## src/rtl/ram_arbiter_if.sv

```systemverilog
// Handshake bundle between two requesters, the arbiter and the single-port RAM.
// slave = arbiter side, master = requesters plus RAM side.
interface ram_arbiter_if #(
  parameter int DATA_W = 16,
  parameter int ADDR_W = 16
);
  logic              req0;
  logic              we0;
  logic [ADDR_W-1:0] addr0;
  logic [DATA_W-1:0] din0;
  logic              ack0;
  logic [DATA_W-1:0] dout0;

  logic              req1;
  logic              we1;
  logic [ADDR_W-1:0] addr1;
  logic [DATA_W-1:0] din1;
  logic              ack1;
  logic [DATA_W-1:0] dout1;

  logic              ram_we;
  logic [ADDR_W-1:0] ram_addr;
  logic [DATA_W-1:0] ram_din;
  logic [DATA_W-1:0] ram_dout;
  logic              busy;

  modport slave (
    input  req0, we0, addr0, din0,
    input  req1, we1, addr1, din1,
    input  ram_dout,
    output ack0, dout0, ack1, dout1,
    output ram_we, ram_addr, ram_din, busy
  );

  modport master (
    output req0, we0, addr0, din0,
    output req1, we1, addr1, din1,
    output ram_dout,
    input  ack0, dout0, ack1, dout1,
    input  ram_we, ram_addr, ram_din, busy
  );
endinterface

```

## src/rtl/ram_arbiter.sv

```systemverilog
// Two-port arbiter/sequencer for a single-port RAM with RD_LAT read latency.
// Define ARB_ROUND_ROBIN_EN for round-robin; default is fixed priority (port 0).
module ram_arbiter #(
  parameter int DATA_W = 16,
  parameter int ADDR_W = 16,
  parameter int RD_LAT = 1
) (
  input  logic          clk,
  input  logic          reset,
  ram_arbiter_if.slave  bus
);

  typedef enum logic [1:0] {
    IDLE,
    ISSUE,
    WAIT,
    ACK
  } state_e;

  localparam logic [1:0] WAIT_INIT =
    (RD_LAT > 0) ? 2'(RD_LAT - 1) : 2'd0;

  state_e            state_q;
  logic              sel_q;
  logic              we_q;
  logic [1:0]        cnt_q;
  logic              ack0_q;
  logic              ack1_q;
  logic [DATA_W-1:0] dout0_q;
  logic [DATA_W-1:0] dout1_q;
  logic              ram_we_q;
  logic [ADDR_W-1:0] ram_addr_q;
  logic [DATA_W-1:0] ram_din_q;
  logic              busy_q;

  logic              gnt_d;
  logic              any_req;
  logic              we_d;
  logic [ADDR_W-1:0] addr_d;
  logic [DATA_W-1:0] din_d;

  assign any_req = bus.req0 | bus.req1;

`ifdef ARB_ROUND_ROBIN_EN
  logic last_gnt_q;

  assign gnt_d = (bus.req0 & bus.req1) ? ~last_gnt_q : ~bus.req0;

  always_ff @(posedge clk) begin
    if (reset) begin
      last_gnt_q <= 1'b1;
    end else if (state_q == IDLE && any_req) begin
      last_gnt_q <= gnt_d;
    end
  end
`else
  assign gnt_d = ~bus.req0;
`endif

  assign we_d   = gnt_d ? bus.we1   : bus.we0;
  assign addr_d = gnt_d ? bus.addr1 : bus.addr0;
  assign din_d  = gnt_d ? bus.din1  : bus.din0;

  // ram_addr_q/ram_din_q double as the latched request copy
  always_ff @(posedge clk) begin
    if (reset) begin
      state_q    <= IDLE;
      sel_q      <= 1'b0;
      we_q       <= 1'b0;
      cnt_q      <= 2'd0;
      ack0_q     <= 1'b0;
      ack1_q     <= 1'b0;
      dout0_q    <= '0;
      dout1_q    <= '0;
      ram_we_q   <= 1'b0;
      ram_addr_q <= '0;
      ram_din_q  <= '0;
      busy_q     <= 1'b0;
    end else begin
      unique case (state_q)
        IDLE: begin
          if (any_req) begin
            sel_q      <= gnt_d;
            we_q       <= we_d;
            ram_we_q   <= we_d;
            ram_addr_q <= addr_d;
            ram_din_q  <= din_d;
            busy_q     <= 1'b1;
            state_q    <= ISSUE;
          end
        end
        ISSUE: begin
          ram_we_q <= 1'b0;
          if (we_q || RD_LAT == 0) begin
            if (!we_q) begin
              if (sel_q) dout1_q <= bus.ram_dout;
              else       dout0_q <= bus.ram_dout;
            end
            ack0_q  <= ~sel_q;
            ack1_q  <= sel_q;
            state_q <= ACK;
          end else begin
            cnt_q   <= WAIT_INIT;
            state_q <= WAIT;
          end
        end
        WAIT: begin
          if (cnt_q == 2'd0) begin
            if (sel_q) dout1_q <= bus.ram_dout;
            else       dout0_q <= bus.ram_dout;
            ack0_q  <= ~sel_q;
            ack1_q  <= sel_q;
            state_q <= ACK;
          end else begin
            cnt_q <= cnt_q - 2'd1;
          end
        end
        ACK: begin
          ack0_q  <= 1'b0;
          ack1_q  <= 1'b0;
          busy_q  <= 1'b0;
          state_q <= IDLE;
        end
        default: state_q <= IDLE;
      endcase
    end
  end

  assign bus.ack0     = ack0_q;
  assign bus.ack1     = ack1_q;
  assign bus.dout0    = dout0_q;
  assign bus.dout1    = dout1_q;
  assign bus.ram_we   = ram_we_q;
  assign bus.ram_addr = ram_addr_q;
  assign bus.ram_din  = ram_din_q;
  assign bus.busy     = busy_q;

endmodule

```

## src/flat_wrapper.sv

```systemverilog
// flat-port wrapper written by rule: the top's interface ports become plain ports
module ram_arbiter_flat 
#(
  parameter int DATA_W = 16,
  parameter int ADDR_W = 16,
  parameter int RD_LAT = 1
)
  (clk, reset, bus_req0, bus_we0, bus_addr0, bus_din0, bus_req1, bus_we1, bus_addr1, bus_din1, bus_ram_dout, bus_ack0, bus_dout0, bus_ack1, bus_dout1, bus_ram_we, bus_ram_addr, bus_ram_din, bus_busy);
  ram_arbiter_if #(.DATA_W(DATA_W), .ADDR_W(ADDR_W)) bus_i ();
  input  logic clk;
  input  logic reset;
  input wire logic [$bits(bus_i.req0)-1:0] bus_req0;
  input wire logic [$bits(bus_i.we0)-1:0] bus_we0;
  input wire logic [$bits(bus_i.addr0)-1:0] bus_addr0;
  input wire logic [$bits(bus_i.din0)-1:0] bus_din0;
  input wire logic [$bits(bus_i.req1)-1:0] bus_req1;
  input wire logic [$bits(bus_i.we1)-1:0] bus_we1;
  input wire logic [$bits(bus_i.addr1)-1:0] bus_addr1;
  input wire logic [$bits(bus_i.din1)-1:0] bus_din1;
  input wire logic [$bits(bus_i.ram_dout)-1:0] bus_ram_dout;
  output wire logic [$bits(bus_i.ack0)-1:0] bus_ack0;
  output wire logic [$bits(bus_i.dout0)-1:0] bus_dout0;
  output wire logic [$bits(bus_i.ack1)-1:0] bus_ack1;
  output wire logic [$bits(bus_i.dout1)-1:0] bus_dout1;
  output wire logic [$bits(bus_i.ram_we)-1:0] bus_ram_we;
  output wire logic [$bits(bus_i.ram_addr)-1:0] bus_ram_addr;
  output wire logic [$bits(bus_i.ram_din)-1:0] bus_ram_din;
  output wire logic [$bits(bus_i.busy)-1:0] bus_busy;
  assign bus_i.req0 = bus_req0;
  assign bus_i.we0 = bus_we0;
  assign bus_i.addr0 = bus_addr0;
  assign bus_i.din0 = bus_din0;
  assign bus_i.req1 = bus_req1;
  assign bus_i.we1 = bus_we1;
  assign bus_i.addr1 = bus_addr1;
  assign bus_i.din1 = bus_din1;
  assign bus_i.ram_dout = bus_ram_dout;
  assign bus_ack0 = bus_i.ack0;
  assign bus_dout0 = bus_i.dout0;
  assign bus_ack1 = bus_i.ack1;
  assign bus_dout1 = bus_i.dout1;
  assign bus_ram_we = bus_i.ram_we;
  assign bus_ram_addr = bus_i.ram_addr;
  assign bus_ram_din = bus_i.ram_din;
  assign bus_busy = bus_i.busy;
  ram_arbiter #(.DATA_W(DATA_W), .ADDR_W(ADDR_W), .RD_LAT(RD_LAT)) u_core (.clk(clk), .reset(reset), .bus(bus_i));
endmodule
```

## config.mk

```make
export PLATFORM = sky130hd
export DESIGN_NAME = ram_arbiter_flat
export DESIGN_NICKNAME = d
export VERILOG_FILES = /design/src/rtl/ram_arbiter_if.sv /design/src/rtl/ram_arbiter.sv /design/src/flat_wrapper.sv
export SDC_FILE = /design/constraint.sdc
export NUM_CORES = 1
export LEC_CHECK = 0
export CORE_ASPECT_RATIO = 0.9
export CORE_UTILIZATION = 42
export CTS_BUF_LIST = sky130_fd_sc_hd__clkbuf_4
export DETAILED_ROUTE_END_ITERATION = 12
export PLACE_DENSITY_LB_ADDON = 0.15
export SLEW_MARGIN = 40
export SYNTH_ARGS = -nofsm -noshare
export SYNTH_HDL_FRONTEND = slang
export SYNTH_SLANG_ARGS = --single-unit
```

## constraint.sdc

```tcl
create_clock -name clk -period 1.9 [get_ports clk]
set_input_delay 0.38 -clock clk [delete_from_list [all_inputs] [get_ports clk]]
set_output_delay 0.38 -clock clk [all_outputs]
set_load 0.05 [all_outputs]
```

* After elaboration in Yosys (flattened, before gate mapping)
Cells that the tools add are included.
** Word-level totals
- Register bits :: 74
- Output and inout port bits :: 68
- Word-level logic and storage cells :: 58
** Operators by class
- $add $sub $neg :: 1
- Eq/ne operators :: 8
- Muxes and demuxes :: 20
- Bitwise gates (word level) :: 3
- Reduce and logical (&&, ||, !) cells :: 14
** Operators with widths (count)
- $mux W16 :: 2
- $reduce_and A3 Y1 :: 4
- $mux W1 :: 8
- $mux W2 :: 4
- $pmux W2 S4 :: 1
- $reduce_and A2 Y1 :: 4
- $ne A2 B1 Y1 const B :: 3
- $pmux W1 S3 :: 2
- $reduce_bool A2 Y1 :: 3
- $eq A2 B2 Y1 const B :: 2
- $logic_not A2 Y1 :: 2
- $ne A2 B2 Y1 const B :: 2
- $pmux W1 S2 :: 2
- $pmux W2 S2 :: 1
- $reduce_bool A3 Y1 :: 1
- $eq A2 B1 Y1 const B :: 1
- $not A1 Y1 :: 2
- $sub A2 B1 Y2 const B :: 1
- $or A1 B1 Y1 :: 1

* Longest topological paths before layout
Gate-level depths: netlist (run 1).
- Word-level depth :: 3
- Gate-level depth with buffers :: 8

* Least setup slack after synthesis (run 1)
No wires, ideal clock.
- Path kind :: reg-to-reg
- Start :: register u_core.state_q[0]
- End :: register u_core.ram_addr_q[12], in the netlist u_core.bus.ram_addr[12]
- Arrival time :: 1.387 ns
- Slack :: 0.432 ns
- Cell stages (with the launch flop) :: 9
- Path buffers :: 3
- Path through :: dfxtp_1 > inv_1 > ha_1 > clkbuf_2 > o21a_2 > buf_6 > buf_6 > nor2_1 > a211oi_2
** Between the ends
- Word-level cells in the longest chain between the ends :: 2
** RTL lines
- from (decl) :: RTL line ram_arbiter.sv:23 : state_e state_q;
- from (signal assigned) :: RTL line ram_arbiter.sv:67 : state_q <= IDLE;
- from (signal assigned) :: RTL line ram_arbiter.sv:89 : state_q <= ISSUE;
- from (signal assigned) :: RTL line ram_arbiter.sv:101 : state_q <= ACK;
- $logic_not A2 Y1 :: RTL line ram_arbiter.sv:80 : unique case (state_q)
- $reduce_and A2 Y1 (no line)
- to (signal assigned) :: RTL line ram_arbiter.sv:86 : ram_addr_q <= addr_d;
- to (decl) :: RTL line ram_arbiter.sv:32 : logic [ADDR_W-1:0] ram_addr_q;
No other way between the ends.
A chain may end at the register's enable or synchronous reset.

* Final worst setup path (run 1)
- Start :: register u_core.dout0_q[8], in the netlist u_core.bus.dout0[8]
- End :: output bus_dout0[8]
** RTL lines
- from (decl) :: RTL line ram_arbiter.sv:29 : logic [DATA_W-1:0] dout0_q;
- from (signal assigned) :: RTL line ram_arbiter.sv:97 : else dout0_q <= bus.ram_dout;
- from (signal assigned) :: RTL line ram_arbiter.sv:110 : else dout0_q <= bus.ram_dout;
- to (decl) :: RTL line flat_wrapper.sv:22 : output wire logic [$bits(bus_i.dout0)-1:0] bus_dout0;
No word-level cell between the ends.

==> flow_metrics.env, run 1 <==
export IMPL_status="complete, no violations"
export IMPL_io_pins=154
export IMPL_setup_viol=0
export IMPL_power_density_mw_per_mm2=1312
export IMPL_hp_class="primary input to flip-flop"
export IMPL_cts_sink_count=74
export IMPL_seq_area_frac_synth_pct=45.07
export IMPL_core_area_sq_mm=0.007545
export IMPL_syn_area_per_cell_sq_um=9.364
export IMPL_p_int_uw=3444
export IMPL_area_growth_pct=49.45
export IMPL_drive_above_1_share_pct=15.64
export IMPL_fin_crit_sh_pct=89.50
export IMPL_crit_path_end_kind="primary output"
export IMPL_grt_pass1_vias=2882
export IMPL_drv_cap=0
export IMPL_nNetsFinal=593
export IMPL_place_hpwl_um=6105
export IMPL_antenna_found_initial=0
export IMPL_hold_viol=0
export IMPL_crit_fanout=2
export IMPL_clk_insertion_delay_late_ns=0.42
export IMPL_drtIter0Drc=62
export IMPL_track_usage_pct=20.96
export IMPL_cp_cell_sequence="dlygate4sd2_1"
export IMPL_critPathMaxStageDelay_ns=0.54
export IMPL_p_leak_uw=0.002118
export IMPL_cp_num_buf_inv=1
export IMPL_synth_nets=444
export IMPL_placed_cells=585
export IMPL_firstDrtPassIters=4
export IMPL_place_congestion=0.7804
export IMPL_slowest_stage="dlygate4sd2_1"
export IMPL_hold_buffers=0
export IMPL_tightest_slew_ns=0.5156
export IMPL_mostFrequentLayoutCells="clkdlybuf4s50_1 (83), dfxtp_1 (74), nand2_1 (69)"
export IMPL_synth_area_leaders="dfxtp_1 (45%), a211oi_2 (11%), mux2i_1 (10%)"
export IMPL_peakVddDrop_mv=0.6678
export IMPL_die_w_um=95.25
export IMPL_wl_per_cell_um=13.81
export IMPL_layout_commonest_cell="clkdlybuf4s50_1"
export IMPL_power_share_clock_pct=14.9
export IMPL_total_power_uw=6444
export IMPL_drc_errors=0
export IMPL_io_buffer_count=153
export IMPL_swShare_pct=46.55
export IMPL_die_area_sq_mm=0.008184
export IMPL_cts_root_buf="clkbuf_4"
export IMPL_clockBufferDepth=2
export IMPL_synth_area_leader_cell="dfxtp_1"
export IMPL_htree_levels=3
export IMPL_grt_pass1_wl_um=13340
export IMPL_grt_overflow=0
export IMPL_grt_max_degree=38
export IMPL_setup_tns_ns=0
export IMPL_path_class="flip-flop to primary output"
export IMPL_fin_worst_skew_ns=0.009634
export IMPL_critPathArrivalTime_ns=1.32
export IMPL_routed_via_count=2995
export IMPL_max_freq_mhz=588.1
export IMPL_yosysUniqueCellTypes=35
export IMPL_ys_warn_count=0
export IMPL_required_ns=1.52
export IMPL_num_antenna_cells=0
export IMPL_synthCells=351
export IMPL_critPathLaunchType="flip-flop"
export IMPL_clk_pin_slew_worst_paths_ns=0.13
export IMPL_numCtsBuffers=9
export IMPL_final_min_clock_period_ns=1.700
export IMPL_switchingPower_uw=3000
export IMPL_syn_area_sq_mm=0.003287
export IMPL_drv_slew=0
export IMPL_start_util_pct=43.57
export IMPL_std_cell_rows=30
export IMPL_slew_limit_headroom_pct=65.76
export IMPL_final_cells=601
export IMPL_p_comb_share_pct=52.3
export IMPL_cts_tree="done"
export IMPL_avgViaCountPerCell=4.983
export IMPL_synth_seq_cells=74
export IMPL_ant_nets=0
export IMPL_p_seq_share_pct=32.8
export IMPL_die_y_um=85.93
export IMPL_crit_family="buffers and inverters"
export IMPL_rsz0062_at_grt="false"
export IMPL_synth_top_cell_area_share_pct=45.07
export IMPL_routed_wl_um=8300
[logic make-up (layout without fill, tap and decap cells)]
| logic type | count (synthesis) | count (layout) | share of synthesized area (%) |
|---|---|---|---|
| AOI/OAI and AO/OA | 84 | 84 | 21.28 |
| adders and majority gates | 7 | 7 | 2.665 |
| buffers and inverters | 33 | 187 | 5.824 |
| DFF | 74 | 74 | 45.07 |
| muxes | 34 | 34 | 10.35 |
| and+or+nand+nor | 119 | 119 | 14.81 |
[metal layers]
layer | vias up | wire length [um] | global-route usage [%]
met5 | - | 0 | 0
met4 | 0 | 193 | 7.713
met3 | 15 | 567 | 7.624
met2 | 101 | 4052 | 35.39
met1 | 1367 | 3487 | 24.08
li1 | 1512 | - | -
[power groups by stage]
stage / Combinational [uW] / Clock, uW / Sequential, uW
final: 3370 / 961 / 2120
after floorplan: 1390 / 0 / 3250
after global placement: 3450 / 0 / 2150
after global routing: 3590 / 1060 / 2160
after detailed placement: 3520 / 0 / 2150
after CTS: 3390 / 989 / 2120
[cells in the mapped netlist]
| cell | count |
|---|---|
| o31ai_1 | 2 |
| a211oi_2 | 30 |
| buf_2 | 6 |
| o2111ai_1 | 1 |
| nand3b_1 | 1 |
| clkbuf_2 | 3 |
| nand4_1 | 2 |
| a211oi_1 | 5 |
| and3b_1 | 1 |
| a22oi_1 | 1 |
| o21a_2 | 1 |
| a21oi_1 | 36 |
| a221o_1 | 1 |
| ha_1 | 7 |
| nand2_1 | 69 |
| nor2b_1 | 3 |
| nor2_1 | 35 |
| a21boi_0 | 1 |
| nand3_1 | 3 |
| clkbuf_1 | 6 |
| dfxtp_1 | 74 |
| nand2b_1 | 2 |
| o32ai_1 | 1 |
| buf_6 | 6 |
| and3_1 | 1 |
| buf_1 | 2 |
| mux2i_1 | 34 |
| o41ai_1 | 1 |
| clkbuf_4 | 1 |
| a221oi_1 | 1 |
| nor3b_1 | 2 |
| buf_4 | 2 |
| inv_1 | 7 |
| a211o_1 | 2 |
| o21ai_0 | 1 |
[sequential cells by signal, indices dropped and copies added, names as in the netlist]
register,flops
u_core.bus.ack0,1
u_core.bus.ack1,1
u_core.bus.busy,1
u_core.bus.dout0,16
u_core.bus.dout1,16
u_core.bus.ram_addr,16
u_core.bus.ram_din,16
u_core.bus.ram_we,1
u_core.cnt_q,2
u_core.sel_q,1
u_core.state_q,2
u_core.we_q,1
[what timing repair did]
item,CTS,global route
setup endpoints to repair,49,0
resized for setup,49,0
buffers inserted,0,0
[cell type report]
| class | instances | area (sq um) |
|---|---|---|
| multi-input combinational | 244 | 1614 |
| clock buffer | 9 | 67.56 |
| tap | 96 | 120.1 |
| fill | 680 | 2633 |
| sequential | 74 | 1481 |
| inverter | 7 | 26.28 |
| timing repair buffer | 164 | 1533 |
| clock inverter | 7 | 70.07 |
[path summary, 6_finish.rpt]
| path | slack (ns) | cells after the start | start | endpoint |
|---|---|---|---|---|
| hold reg to reg | 0.46 | 2 | u_core.bus.dout0[2] | u_core.bus.dout0[2] |
| hold / removal | 0.27 | 2 | reset | u_core.we_q |
| setup reg to reg | 0.24 | 5 | u_core.state_q[0] | u_core.state_q[0] |
| setup / recovery | 0.20 | 1 | u_core.bus.dout0[8] | bus_dout0[8] |
[metrics by stage]
| step | area (sq um) | worst slack, ns | hold slack (ns) | utilization [%] |
|---|---|---|---|---|
| floorplan | 3287 | 0.4317 | 0.4831 | - |
| global placement | 4836 | 0.2193 | 0.4417 | 64.10 |
| detailed placement | 4836 | 0.1699 | 0.4453 | 64.10 |
| CTS | 4912 | 0.1689 | 0.2390 | 65.11 |
| global route | 4912 | 0.1050 | 0.2422 | 65.11 |
| finish | 4912 | 0.1996 | 0.2657 | 65.11 |
No activity file was read; power rests on OpenSTA's default activity.
==> run 2: changes to the inputs <==
CORE_ASPECT_RATIO = 0.5   (was 0.9)
CORE_UTILIZATION = 24   (was 42)
==> run 2 against run 1 <==
Effect of this change: setup slack improved by 0.0012 ns; first-iteration DRC count rose by 44%; cell area rose by 2.9%; critical endpoint is now bus_dout0[12]; largest power group unchanged; highest routed layer unchanged.
==> flow_metrics.env, run 2 (same netlist as run 1, synthesis figures left out) <==
export IMPL_slowest_stage="dlygate4sd2_1"
export IMPL_min_to="u_core.sel_q"
export IMPL_worst_r2r_path_depth=5
export IMPL_cts_sink_count=74
export IMPL_die_area_sq_mm=0.01420
export IMPL_postCtsSetupBuffers=0
export IMPL_die_w_um=167.5
export IMPL_crit_path_end_kind="primary output"
export IMPL_p_leak_uw=0.002125
export IMPL_wl_per_cell_um=13.44
export IMPL_reg2reg_setup_slack_ns=0.27
export IMPL_drv_cap=0
export IMPL_layout_commonest_cell="clkdlybuf4s50_1"
export IMPL_final_core_util_pct=38.89
export IMPL_ant_nets=0
export IMPL_mostFrequentLayoutCells="clkdlybuf4s50_1 (83), dfxtp_1 (74), nand2_1 (69)"
export IMPL_routed_wl_um=9061
export IMPL_drv_slew=0
export IMPL_fin_crit_sh_pct=89.43
export IMPL_io_buffer_count=153
export IMPL_place_hpwl_um=6497
export IMPL_critPathLaunchType="flip-flop"
export IMPL_tightest_slew_ns=0.5162
export IMPL_clk_insertion_delay_late_ns=0.42
export IMPL_firstDrtPassIters=5
export IMPL_hp_class="primary input to flip-flop"
export IMPL_antenna_found_initial=0
export IMPL_io_pins=154
export IMPL_critPathArrivalTime_ns=1.32
export IMPL_clk_pin_slew_worst_paths_ns=0.13
export IMPL_path_class="flip-flop to primary output"
export IMPL_hold_buffers=0
export IMPL_placed_cells=658
export IMPL_place_congestion=0.7248
export IMPL_std_cell_rows=29
export IMPL_required_ns=1.52
export IMPL_crit_fanout=2
export IMPL_slew_limit_headroom_pct=65.73
export IMPL_hold_viol=0
export IMPL_rsz0062_at_grt="false"
export IMPL_rr_endpoint="u_core.state_q[0]"
export IMPL_fin_worst_skew_ns=0.007316
export IMPL_r2r_start="u_core.state_q[0]"
export IMPL_start_util_pct=25.30
export IMPL_drtIter0Drc=89
export IMPL_die_y_um=84.75
export IMPL_num_antenna_cells=0
export IMPL_cts_tree="done"
export IMPL_grt_pass1_vias=2929
export IMPL_min_path_cells=2
export IMPL_max_freq_mhz=588.5
export IMPL_setup_tns_ns=0
export IMPL_grt_pass1_wl_um=14750
export IMPL_drive_above_1_share_pct=16.67
export IMPL_avgViaCountPerCell=4.378
export IMPL_critPathMaxStageDelay_ns=0.54
export IMPL_htree_levels=3
export IMPL_crit_family="buffers and inverters"
export IMPL_track_usage_pct=13.30
export IMPL_final_cells=674
export IMPL_area_growth_pct=53.71
export IMPL_grt_max_degree=42
export IMPL_cp_cell_sequence="dlygate4sd2_1"
export IMPL_cp_num_buf_inv=1
export IMPL_numCtsBuffers=9
export IMPL_final_min_clock_period_ns=1.699
export IMPL_routed_via_count=2951
export IMPL_core_area_sq_mm=0.01299
export IMPL_hp_start="bus_req0"
export IMPL_peakVddDrop_mv=0.5169
export IMPL_power_density_mw_per_mm2=1333
export IMPL_setup_viol=0
export IMPL_grt_overflow=0
export IMPL_nNetsFinal=592
export IMPL_drc_errors=0
export IMPL_clockBufferDepth=2
export IMPL_cts_root_buf="clkbuf_4"
export IMPL_status="complete, no violations"
## run 2: area by class of cell
class | instances | area (sq um)
clock buffer | 9 | 67.56
clock inverter | 7 | 117.6
fill | 1343 | 7938
inverter | 7 | 26.28
multi-input combinational | 244 | 1614
sequential | 74 | 1481
tap | 170 | 212.7
timing repair buffer | 163 | 1533
## run 2: where the power goes
group	total (uW)	switching (uW)	internal, uW
Sequential	2110	193	1920
Combinational	3360	2230	1130
Clock	1260	597	666
Total	6730	3020	3710
## run 2: repair_timing
| item | in CTS | in global routing |
|---|---|---|
| endpoints found under the hold margin | 0 | 0 |
| setup endpoints to repair | 43 | 0 |
| resized for setup | 43 | 0 |
## run 2: through the flow
stage / worst slack (ns) / hold slack, ns / instance area, sq um / power [uW]
floorplan: 0.4317 / 0.4831 / 3287 / 4638
global placement: 0.1682 / 0.4418 / 4921 / 5670
detailed placement: 0.1389 / 0.4459 / 4921 / 5699
CTS: 0.1417 / 0.2096 / 5052 / 6854
global route: 0.1059 / 0.2165 / 5052 / 7172
finish: 0.2008 / 0.2520 / 5052 / 6735
## run 2: metal layers
metal  routed length [um]  up-vias  track usage [%]
met2                 4347       81            23.07
met1                 4007     1350            15.59
met4                   62        0            3.503
met5                    0        -                0
met3                  643        5            4.809
li1                     -     1515                -
## run 2: worst max path at each step
| stage | start | endpoint | cells past startpoint |
|---|---|---|---|
| floorplan | u_core.state_q[0] | u_core.bus.ram_addr[12] | 8 |
| global placement | bus_req1 | u_core.bus.ram_addr[12] | 5 |
| detailed placement | bus_req1 | u_core.bus.ram_addr[11] | 5 |
| CTS | u_core.bus.ram_din[12] | bus_ram_din[12] | 1 |
| global route | u_core.bus.ram_din[5] | bus_ram_din[5] | 1 |
| finish | u_core.bus.dout0[12] | bus_dout0[12] | 1 |
==> run 3: changes to the inputs <==
CORE_MARGIN = 2   (was default)
==> run 3 against run 2 <==
Effect of this change: power decreased by 3.5%; critical path type unchanged; wire length increased by 0.66%; global-route usage decreased by 0.66 points; clock skew increased by 0.0076 ns.
==> flow_metrics.env, run 3 (same netlist as run 1, synthesis figures left out) <==
export IMPL_cts_root_buf="clkbuf_4"
export IMPL_tightest_slew_ns=0.5141
export IMPL_die_y_um=86.75
export IMPL_crit_path_end_kind="primary output"
export IMPL_setup_ws_ns=0.1891
export IMPL_clockBufferDepth=2
export IMPL_final_min_clock_period_ns=1.711
export IMPL_fin_worst_skew_ns=0.01496
export IMPL_drive_above_1_share_pct=17.82
export IMPL_required_ns=1.52
export IMPL_whs_ns=0.2136
export IMPL_crit_family="buffers and inverters"
export IMPL_grt_max_degree=43
export IMPL_hold_buffers=0
export IMPL_die_area_sq_mm=0.01470
export IMPL_hp_class="primary input to flip-flop"
export IMPL_htree_levels=3
export IMPL_path_class="flip-flop to primary output"
export IMPL_cts_sink_count=74
export IMPL_cp_num_buf_inv=1
export IMPL_cts_resized=38
export IMPL_wl_per_cell_um=13.32
export IMPL_place_ws_ns=0.1193
export IMPL_place_hpwl_um=6508
export IMPL_grt_pass1_wl_um=14470
export IMPL_core_area_sq_mm=0.01348
export IMPL_drv_cap=0
export IMPL_critPathArrivalTime_ns=1.33
export IMPL_drv_slew=0
export IMPL_critPathMaxStageDelay_ns=0.54
export IMPL_ant_nets=0
export IMPL_die_w_um=169.5
export IMPL_area_growth_pct=52.61
export IMPL_routed_via_count=2964
export IMPL_nNetsFinal=593
export IMPL_avgViaCountPerCell=4.327
export IMPL_io_pins=154
export IMPL_postCtsSetupBuffers=0
export IMPL_busiest_layer="met2"
export IMPL_routed_wl_um=9121
export IMPL_crit_fanout=2
export IMPL_p_leak_uw=0.002090
export IMPL_fillers=1417
export IMPL_drtIter0Drc=98
export IMPL_clk_pin_slew_worst_paths_ns=0.14
export IMPL_io_buffer_count=153
export IMPL_slew_limit_headroom_pct=65.87
export IMPL_place_congestion=0.7114
export IMPL_cp_cell_sequence="dlygate4sd2_1"
export IMPL_setup_viol=0
export IMPL_grt_overflow=0
export IMPL_met1_usage_pct=14.68
export IMPL_track_usage_pct=12.64
export IMPL_rsz0062_at_grt="false"
export IMPL_slowest_stage="dlygate4sd2_1"
export IMPL_antenna_found_initial=1
export IMPL_reg2reg_setup_slack_ns=0.26
export IMPL_critPathLaunchType="flip-flop"
export IMPL_cts_tree="done"
export IMPL_grt_pass1_vias=2868
export IMPL_numCtsBuffers=9
export IMPL_start_util_pct=24.39
export IMPL_mostFrequentLayoutCells="clkdlybuf4s50_1 (83), dfxtp_1 (74), nand2_1 (69)"
export IMPL_setup_tns_ns=0
export IMPL_max_freq_mhz=584.5
export IMPL_std_cell_rows=30
export IMPL_layout_commonest_cell="clkdlybuf4s50_1"
export IMPL_fin_crit_sh_pct=90.05
export IMPL_drc_errors=0
export IMPL_status="complete, no violations"
export IMPL_clk_insertion_delay_late_ns=0.43
export IMPL_peakVddDrop_mv=0.4472
export IMPL_use_met2_pct=22.34
export IMPL_firstDrtPassIters=4
export IMPL_power_density_mw_per_mm2=1295
export IMPL_hold_viol=0
export IMPL_seqCellArea_sq_mm=0.001481
export IMPL_use_met3_pct=4.201
export IMPL_multi_input_area_sq_mm=0.001614
## run 3: metal layers
metal | up-vias | share of wire, %
li1 | 1520 | -
met2 | 81 | 49
met3 | 6 | 7.3
met5 | - | 0
met1 | 1357 | 43
met4 | 0 | 0.62
## run 3: worst paths after layout
| kind | start | endpoint | cells after the start |
|---|---|---|---|
| max | u_core.bus.dout1[12] | bus_dout1[12] | 1 |
| min | bus_req0 | u_core.sel_q | 2 |
| max reg2reg | u_core.state_q[0] | u_core.state_q[0] | 5 |
| min reg2reg | u_core.bus.dout0[5] | u_core.bus.dout0[5] | 2 |
## run 3: power by group
part	internal [uW]	total (uW)	switching (uW)
Sequential	1920	2110	198
Combinational	1140	3380	2240
Clock	418	1000	586
## run 3: layout make-up
type / instances / area share [%]
antenna: 4 / 0.1996
clock buffer: 10 / 1.497
clock inverter: 6 / 1.347
inverter: 7 / 0.5238
multi-input combinational: 244 / 32.18
sequential: 74 / 29.53
tap: 176 / 4.390
timing repair buffer: 164 / 30.33
## run 3: through the flow
stage / total power (uW) / util (%) / cell area [sq um] / cells
6_report: 6497 / 37.22 / 5016 / 685
5_1_grt: 6956 / 37.22 / 5016 / 685
4_1_cts: 6627 / 37.15 / 5006 / 681
3_5_place_dp: 5698 / 36.44 / 4911 / 665
3_3_place_gp: 5658 / 36.44 / 4911 / 665
2_1_floorplan: 4638 / - / 3287 / 351
